$ cat src/rtl/mem_port_arbiter.sv
// Shares one memory bus between fetch and data requesters, data first; `define ARB_FAIRNESS_EN bounds fetch starvation.
// Latency: req in N -> bus_req in N+1; bus_ack in M -> requester ack in M+1 (best case ack in N+2).
// Backpressure: one transaction in flight; requesters hold req until ack, bus stalls count toward TIMEOUT.
module mem_port_arbiter #(
  parameter int TIMEOUT         = 64,
  parameter int MAX_DATA_STREAK = 4
) (
  input  logic        clk,
  input  logic        reset,
  input  logic        ifetch_req,
  input  logic [31:0] ifetch_addr,
  output logic [31:0] ifetch_rdata,
  output logic        ifetch_ack,
  output logic        ifetch_err,
  input  logic        dmem_req,
  input  logic        dmem_we,
  input  logic [31:0] dmem_addr,
  input  logic [31:0] dmem_wdata,
  input  logic [3:0]  dmem_strb,
  output logic [31:0] dmem_rdata,
  output logic        dmem_ack,
  output logic        dmem_err,
  output logic        bus_req,
  output logic        bus_we,
  output logic [31:0] bus_addr,
  output logic [31:0] bus_wdata,
  output logic [3:0]  bus_strb,
  input  logic [31:0] bus_rdata,
  input  logic        bus_ack
);

  localparam int TW = $clog2(TIMEOUT);

  if (TIMEOUT < 2 || MAX_DATA_STREAK < 1) begin : g_param_check
    $error("mem_port_arbiter: TIMEOUT must be >= 2 and MAX_DATA_STREAK >= 1");
  end

  typedef enum logic [1:0] {IDLE, GRANT_I, GRANT_D} state_t;

  state_t        state, state_nxt;
  logic [TW-1:0] tmo_cnt, tmo_cnt_nxt;
  logic          bus_req_nxt, bus_we_nxt;
  logic [31:0]   bus_addr_nxt, bus_wdata_nxt;
  logic [3:0]    bus_strb_nxt;
  logic          ifetch_ack_nxt, ifetch_err_nxt, dmem_ack_nxt, dmem_err_nxt;
  logic [31:0]   ifetch_rdata_nxt, dmem_rdata_nxt;
  logic [31:0]   resp_data;
  logic          fetch_starved;
  logic          grant_d;

`ifdef ARB_FAIRNESS_EN
  localparam int SW = $clog2(MAX_DATA_STREAK + 1);
  logic [SW-1:0] streak, streak_nxt;

  assign fetch_starved = (streak == SW'(MAX_DATA_STREAK));

  always_ff @(posedge clk) begin
    if (reset) streak <= '0;
    else       streak <= streak_nxt;
  end
`else
  assign fetch_starved = 1'b0;
`endif

  // Data belongs to the older instruction, so it wins unless fetch has been starved too long.
  assign grant_d = dmem_req && !(ifetch_req && fetch_starved);

  always_comb begin
    state_nxt        = state;
    tmo_cnt_nxt      = tmo_cnt;
    bus_req_nxt      = bus_req;
    bus_we_nxt       = bus_we;
    bus_addr_nxt     = bus_addr;
    bus_wdata_nxt    = bus_wdata;
    bus_strb_nxt     = bus_strb;
    ifetch_ack_nxt   = 1'b0;
    ifetch_err_nxt   = 1'b0;
    ifetch_rdata_nxt = ifetch_rdata;
    dmem_ack_nxt     = 1'b0;
    dmem_err_nxt     = 1'b0;
    dmem_rdata_nxt   = dmem_rdata;
    resp_data        = bus_ack ? bus_rdata : 32'h0;
`ifdef ARB_FAIRNESS_EN
    streak_nxt       = streak;
`endif
    case (state)
      IDLE: begin
        if (grant_d) begin
          state_nxt     = GRANT_D;
          bus_req_nxt   = 1'b1;
          bus_we_nxt    = dmem_we;
          bus_addr_nxt  = dmem_addr;
          bus_wdata_nxt = dmem_wdata;
          bus_strb_nxt  = dmem_strb;
`ifdef ARB_FAIRNESS_EN
          streak_nxt    = ifetch_req ? streak + 1'b1 : '0;
`endif
        end else if (ifetch_req) begin
          state_nxt     = GRANT_I;
          bus_req_nxt   = 1'b1;
          bus_we_nxt    = 1'b0;
          bus_addr_nxt  = ifetch_addr;
          bus_wdata_nxt = 32'h0;
          bus_strb_nxt  = 4'hF;
`ifdef ARB_FAIRNESS_EN
          streak_nxt    = '0;
`endif
        end
      end
      GRANT_I, GRANT_D: begin
        // A timeout completes like an ack but flags an error with zero data.
        if (bus_ack || tmo_cnt == TW'(TIMEOUT - 1)) begin
          state_nxt   = IDLE;
          tmo_cnt_nxt = '0;
          bus_req_nxt = 1'b0;
          if (state == GRANT_I) begin
            ifetch_ack_nxt   = 1'b1;
            ifetch_err_nxt   = !bus_ack;
            ifetch_rdata_nxt = resp_data;
          end else begin
            dmem_ack_nxt   = 1'b1;
            dmem_err_nxt   = !bus_ack;
            dmem_rdata_nxt = resp_data;
          end
        end else begin
          tmo_cnt_nxt = tmo_cnt + 1'b1;
        end
      end
      default: state_nxt = IDLE;
    endcase
  end

  always_ff @(posedge clk) begin
    if (reset) begin
      state        <= IDLE;
      tmo_cnt      <= '0;
      bus_req      <= 1'b0;
      bus_we       <= 1'b0;
      bus_addr     <= 32'h0;
      bus_wdata    <= 32'h0;
      bus_strb     <= 4'h0;
      ifetch_ack   <= 1'b0;
      ifetch_err   <= 1'b0;
      ifetch_rdata <= 32'h0;
      dmem_ack     <= 1'b0;
      dmem_err     <= 1'b0;
      dmem_rdata   <= 32'h0;
    end else begin
      state        <= state_nxt;
      tmo_cnt      <= tmo_cnt_nxt;
      bus_req      <= bus_req_nxt;
      bus_we       <= bus_we_nxt;
      bus_addr     <= bus_addr_nxt;
      bus_wdata    <= bus_wdata_nxt;
      bus_strb     <= bus_strb_nxt;
      ifetch_ack   <= ifetch_ack_nxt;
      ifetch_err   <= ifetch_err_nxt;
      ifetch_rdata <= ifetch_rdata_nxt;
      dmem_ack     <= dmem_ack_nxt;
      dmem_err     <= dmem_err_nxt;
      dmem_rdata   <= dmem_rdata_nxt;
    end
  end

endmodule

$ cat config.mk
export PLATFORM = sky130hd
export DESIGN_NAME = mem_port_arbiter
export DESIGN_NICKNAME = d
export VERILOG_FILES = /design/src/rtl/mem_port_arbiter.sv
export SDC_FILE = /design/constraint.sdc
export NUM_CORES = 1
export LEC_CHECK = 0
export BUFFER_PORTS_ARGS = -buffer_cell sky130_fd_sc_hd__buf_2
export CORE_ASPECT_RATIO = 1.2
export CORE_MARGIN = 2
export CORE_UTILIZATION = 45
export DETAILED_ROUTE_END_ITERATION = 16
export PLACE_DENSITY = 0.8
export SLEW_MARGIN = 20
export SYNTH_ARGS = -nofsm -noshare
export SYNTH_HDL_FRONTEND = slang
export SYNTH_SLANG_ARGS = --single-unit
$ cat constraint.sdc
create_clock -name clk -period 2.5 [get_ports clk]
set_clock_uncertainty 0.2 [all_clocks]
set_input_delay 0.375 -clock clk [delete_from_list [all_inputs] [get_ports clk]]
set_output_delay 0.375 -clock clk [all_outputs]
set_load 0.03 [all_outputs]
==> impl_metrics.ini <==
[clocking]
cts_tree = yes
cts_buffers = 17
clk_pin_slew_ns = 0.07
clk_latency_ns = 0.40
ctsHtreeMaxLevel = 4
root_buffer = clkbuf_16
clockBufferDepth = 2
ctsResizeCount = 0
numClockSinks = 146

[finish]
layout-drive-gt1-share_pct = 44.8
nets = 933
n_fill_cell = 884
fin_area_sq_um = 7760
syn2layout_area_growth_pct = 47.5
num_antenna_cells = 0

[timing]
hold_viol_final = 0
max_slew.worst_pin.slew_ns = 0.834
fin_crit_ns = 2.28
holdWs_ns = 0.0137
setup_ws_ns = 0.215
clock.fmax_mhz = 438
finalSetupTns_ns = 0
setup_violations = 0
slew_headroom_pct = 44.2
final_max_slew_viol_count = 0
grt_setup_unrepaired = no
fin_crit_sh_pct = 91.4

[floorplan]
coreArea_sq_um = 11500
die_w_um = 103
die_h_um = 122
fp-row-count = 43
initial_core_util_pct = 45.9
die-area_sq_um = 12600
pin_count = 276

[worst_setup_path]
cp.arrival_ns = 2.38
r2r-end = ifetch_rdata[25]$_SDFFE_PP0P_
worstSetupStartpointType = register
rr_worst_depth = 7
slowest_stage = ha_1
crit_fanout = 30
r2r-start = state[0]$_SDFFE_PP0P_
path_cells = inv_1 -> ha_1 -> nand3_1 -> o21ai_4 -> a21oi_2 -> buf_4 -> a22o_2
critical_path_required_ns = 2.59
regToRegSetupSlack_ns = 0.22
max_stage_delay_ns = 0.47
worstSetupEndpointType = register
worstSetupPathType = register to register

[synthesis]
syn_nets = 625
ys_seq_area_share_pct = 55.6
syn_inst = 483
yosys_register_bits = 146
ys_types = 40
syn_avg_cell_area_sq_um = 10.9
synthesis.yosys.warnings = 0
syn_area_sq_um = 5260

[routing]
ant_nets = 0
drt-initial-drc-count = 159
drc_errors = 0
routed-via-count = 5086
wire_per_inst_um = 16.9
routed_wl_um = 16200
drt_pass1_iterations = 5
routed_via_density = 5.29

[job]
drv_cap = 0

[power_and_ir_drop]
p_int_mw = 4.41
vdd.ir_drop.worst_uv = 374
power.density_nw_per_um2 = 814
seq_power_share_pct = 40.9
swShare_pct = 30.1
clkPwrFrac_pct = 40.7
leakage_nw = 3.79
pwr-share-comb_pct = 18.4
switchingPower_mw = 1.90

[place]
dp_hpwl_um = 10800
place.gp.congestion = 0.808
dp_slack_ns = 0.260
io_buffers = 275
dpl_cell_area_sq_um = 6700

[worst_hold_path]
hold_depth = 3
hold_path_class = input port to register
holdCritStartpoint = dmem_wdata[10]
whs_endpoint = bus_wdata[10]$_SDFFE_PP0P_

[grt]
grt_pass1_vias = 5051
grt_max_degree = 68
grt_antenna_before_repair = 1
gr-total-overflow = 0
grt_pass1_wl_um = 24100
globalRouteTotalUtil_pct = 24.8

[status]
status = finished, final reports clean
[cell usage after synthesis]
cell	instances	share of area [%]
dfxtp_1	146	56
nor2_1	73	5.2
a22o_1	36	6.0
a211oi_1	33	4.7
a22oi_1	33	4.7
mux2i_1	33	6.3
a22o_2	28	5.3
buf_2	22	2.1
clkbuf_1	10	0.71
a21oi_1	8	0.76
buf_6	6	1.3
nand2_1	6	0.43
o21ai_0	6	0.57
ha_1	4	0.95
nor3_1	4	0.38
o221a_2	4	0.86
inv_1	3	0.21
a21oi_2	2	0.33
and2_1	2	0.24
buf_4	2	0.29
nand2b_1	2	0.24
nor2b_1	2	0.24
and3_1	1	0.12
and3_2	1	0.14
buf_1	1	0.071
inv_2	1	0.071
mux2_2	1	0.21
nand2_2	1	0.12
nand3_1	1	0.095
nand3_2	1	0.19
nand3b_1	1	0.14
nand4_1	1	0.12
nor3_2	1	0.19
nor3b_1	1	0.14
nor4_1	1	0.12
o21a_1	1	0.14
o21ai_1	1	0.095
o21ai_4	1	0.31
xnor2_1	1	0.17
xor2_1	1	0.17
[flip-flops by register name (all words and copies together) (netlist names), 2 cells and up]
name	cells
dmem_rdata	32
tmo_cnt	6
bus_addr	32
bus_wdata	32
state	2
bus_strb	4
ifetch_rdata	32
[per-layer routing]
metal  track usage [%]  part of all wire (%)
met1              25.8                    38
met3              8.54                   8.2
met5                 0                 0.080
met4              10.5                   1.8
met2              44.6                    52
[cells by family after synthesis]
| family | share of synthesized area [%] |
|---|---|
| fa+ha+maj | 0.952 |
| compound gates | 23.8 |
| flops | 55.6 |
| mux | 6.49 |
| xor+xnor | 0.333 |
| buf+inv | 4.73 |
| simple gates | 8.11 |
[power by group through the flow]
stage / sequential (mW) / combinational (mW) / clock, mW
after detailed placement: 2.63 / 1.10 / 0
after CTS: 2.58 / 1.16 / 2.61
after floorplan: 2.94 / 0.419 / 0
final: 2.58 / 1.16 / 2.57
after global routing: 2.60 / 1.24 / 2.73
after global placement: 2.62 / 1.06 / 0
[timing repair]
item                      CTS  global route
hold buffers               44             2
buffers inserted            0             0
hold endpoints to repair   68             2
[worst max path at each step]
stage                     cells past startpoint                            end             startpoint  slack, ns
after floorplan                               8  ifetch_rdata[10]$_SDFFE_PP0P_  state[0]$_SDFFE_PP0P_       0.67
after global placement                        7  ifetch_rdata[14]$_SDFFE_PP0P_  state[0]$_SDFFE_PP0P_       0.35
after detailed placement                      7  ifetch_rdata[30]$_SDFFE_PP0P_  state[0]$_SDFFE_PP0P_       0.26
after CTS                                     7  ifetch_rdata[19]$_SDFFE_PP0P_  state[0]$_SDFFE_PP0P_       0.24
after global routing                          7  ifetch_rdata[25]$_SDFFE_PP0P_  state[0]$_SDFFE_PP0P_       0.09
final                                         7  ifetch_rdata[25]$_SDFFE_PP0P_  state[0]$_SDFFE_PP0P_       0.22
[final cells by class]
type	count	area, sq um	area share [%]
well taps	157	196	2.53
inverters	4	15.0	0.194
flip-flops and latches	146	2920	37.7
multi-input cells	292	2110	27.2
clock buffers	17	425	5.48
clock inverters	15	171	2.21
repair buffers	330	1920	24.7
[stage by stage]
| stage | total power [mW] | utilization, % | std cells |
|---|---|---|---|
| 2_1_floorplan | 3.36 | - | 483 |
| 3_3_place_gp | 3.68 | 58.4 | 883 |
| 3_5_place_dp | 3.72 | 58.5 | 883 |
| 4_1_cts | 6.34 | 67.5 | 959 |
| 5_1_grt | 6.58 | 67.7 | 961 |
| 6_report | 6.31 | 67.7 | 961 |
[placed cells by master, fill, tap and decap left out, types with 8 or more instances in the layout]
master         netlist  final
a211oi_1            33     33
a22o_2              28     28
a22oi_1             33     33
dfxtp_1            146    146
mux2i_1             33     33
dlygate4sd3_1        0     46
buf_2               22    275
buf_4                2      8
a22o_1              36     36
nor2_1              73     72
a21oi_1              8      8
clkbuf_16            0     17
[critical path: cells and delay by family (launching register included)]
family                   cells  cell delay [ns]
flip-flops                   1             0.36
buffers and inverters        2             0.34
adder cells (fa/ha/maj)      1             0.47
AND/OR/NAND/NOR              1             0.18
AO/OA/AOI/OAI                3             0.61
Power figures use the tool's default switching activity.
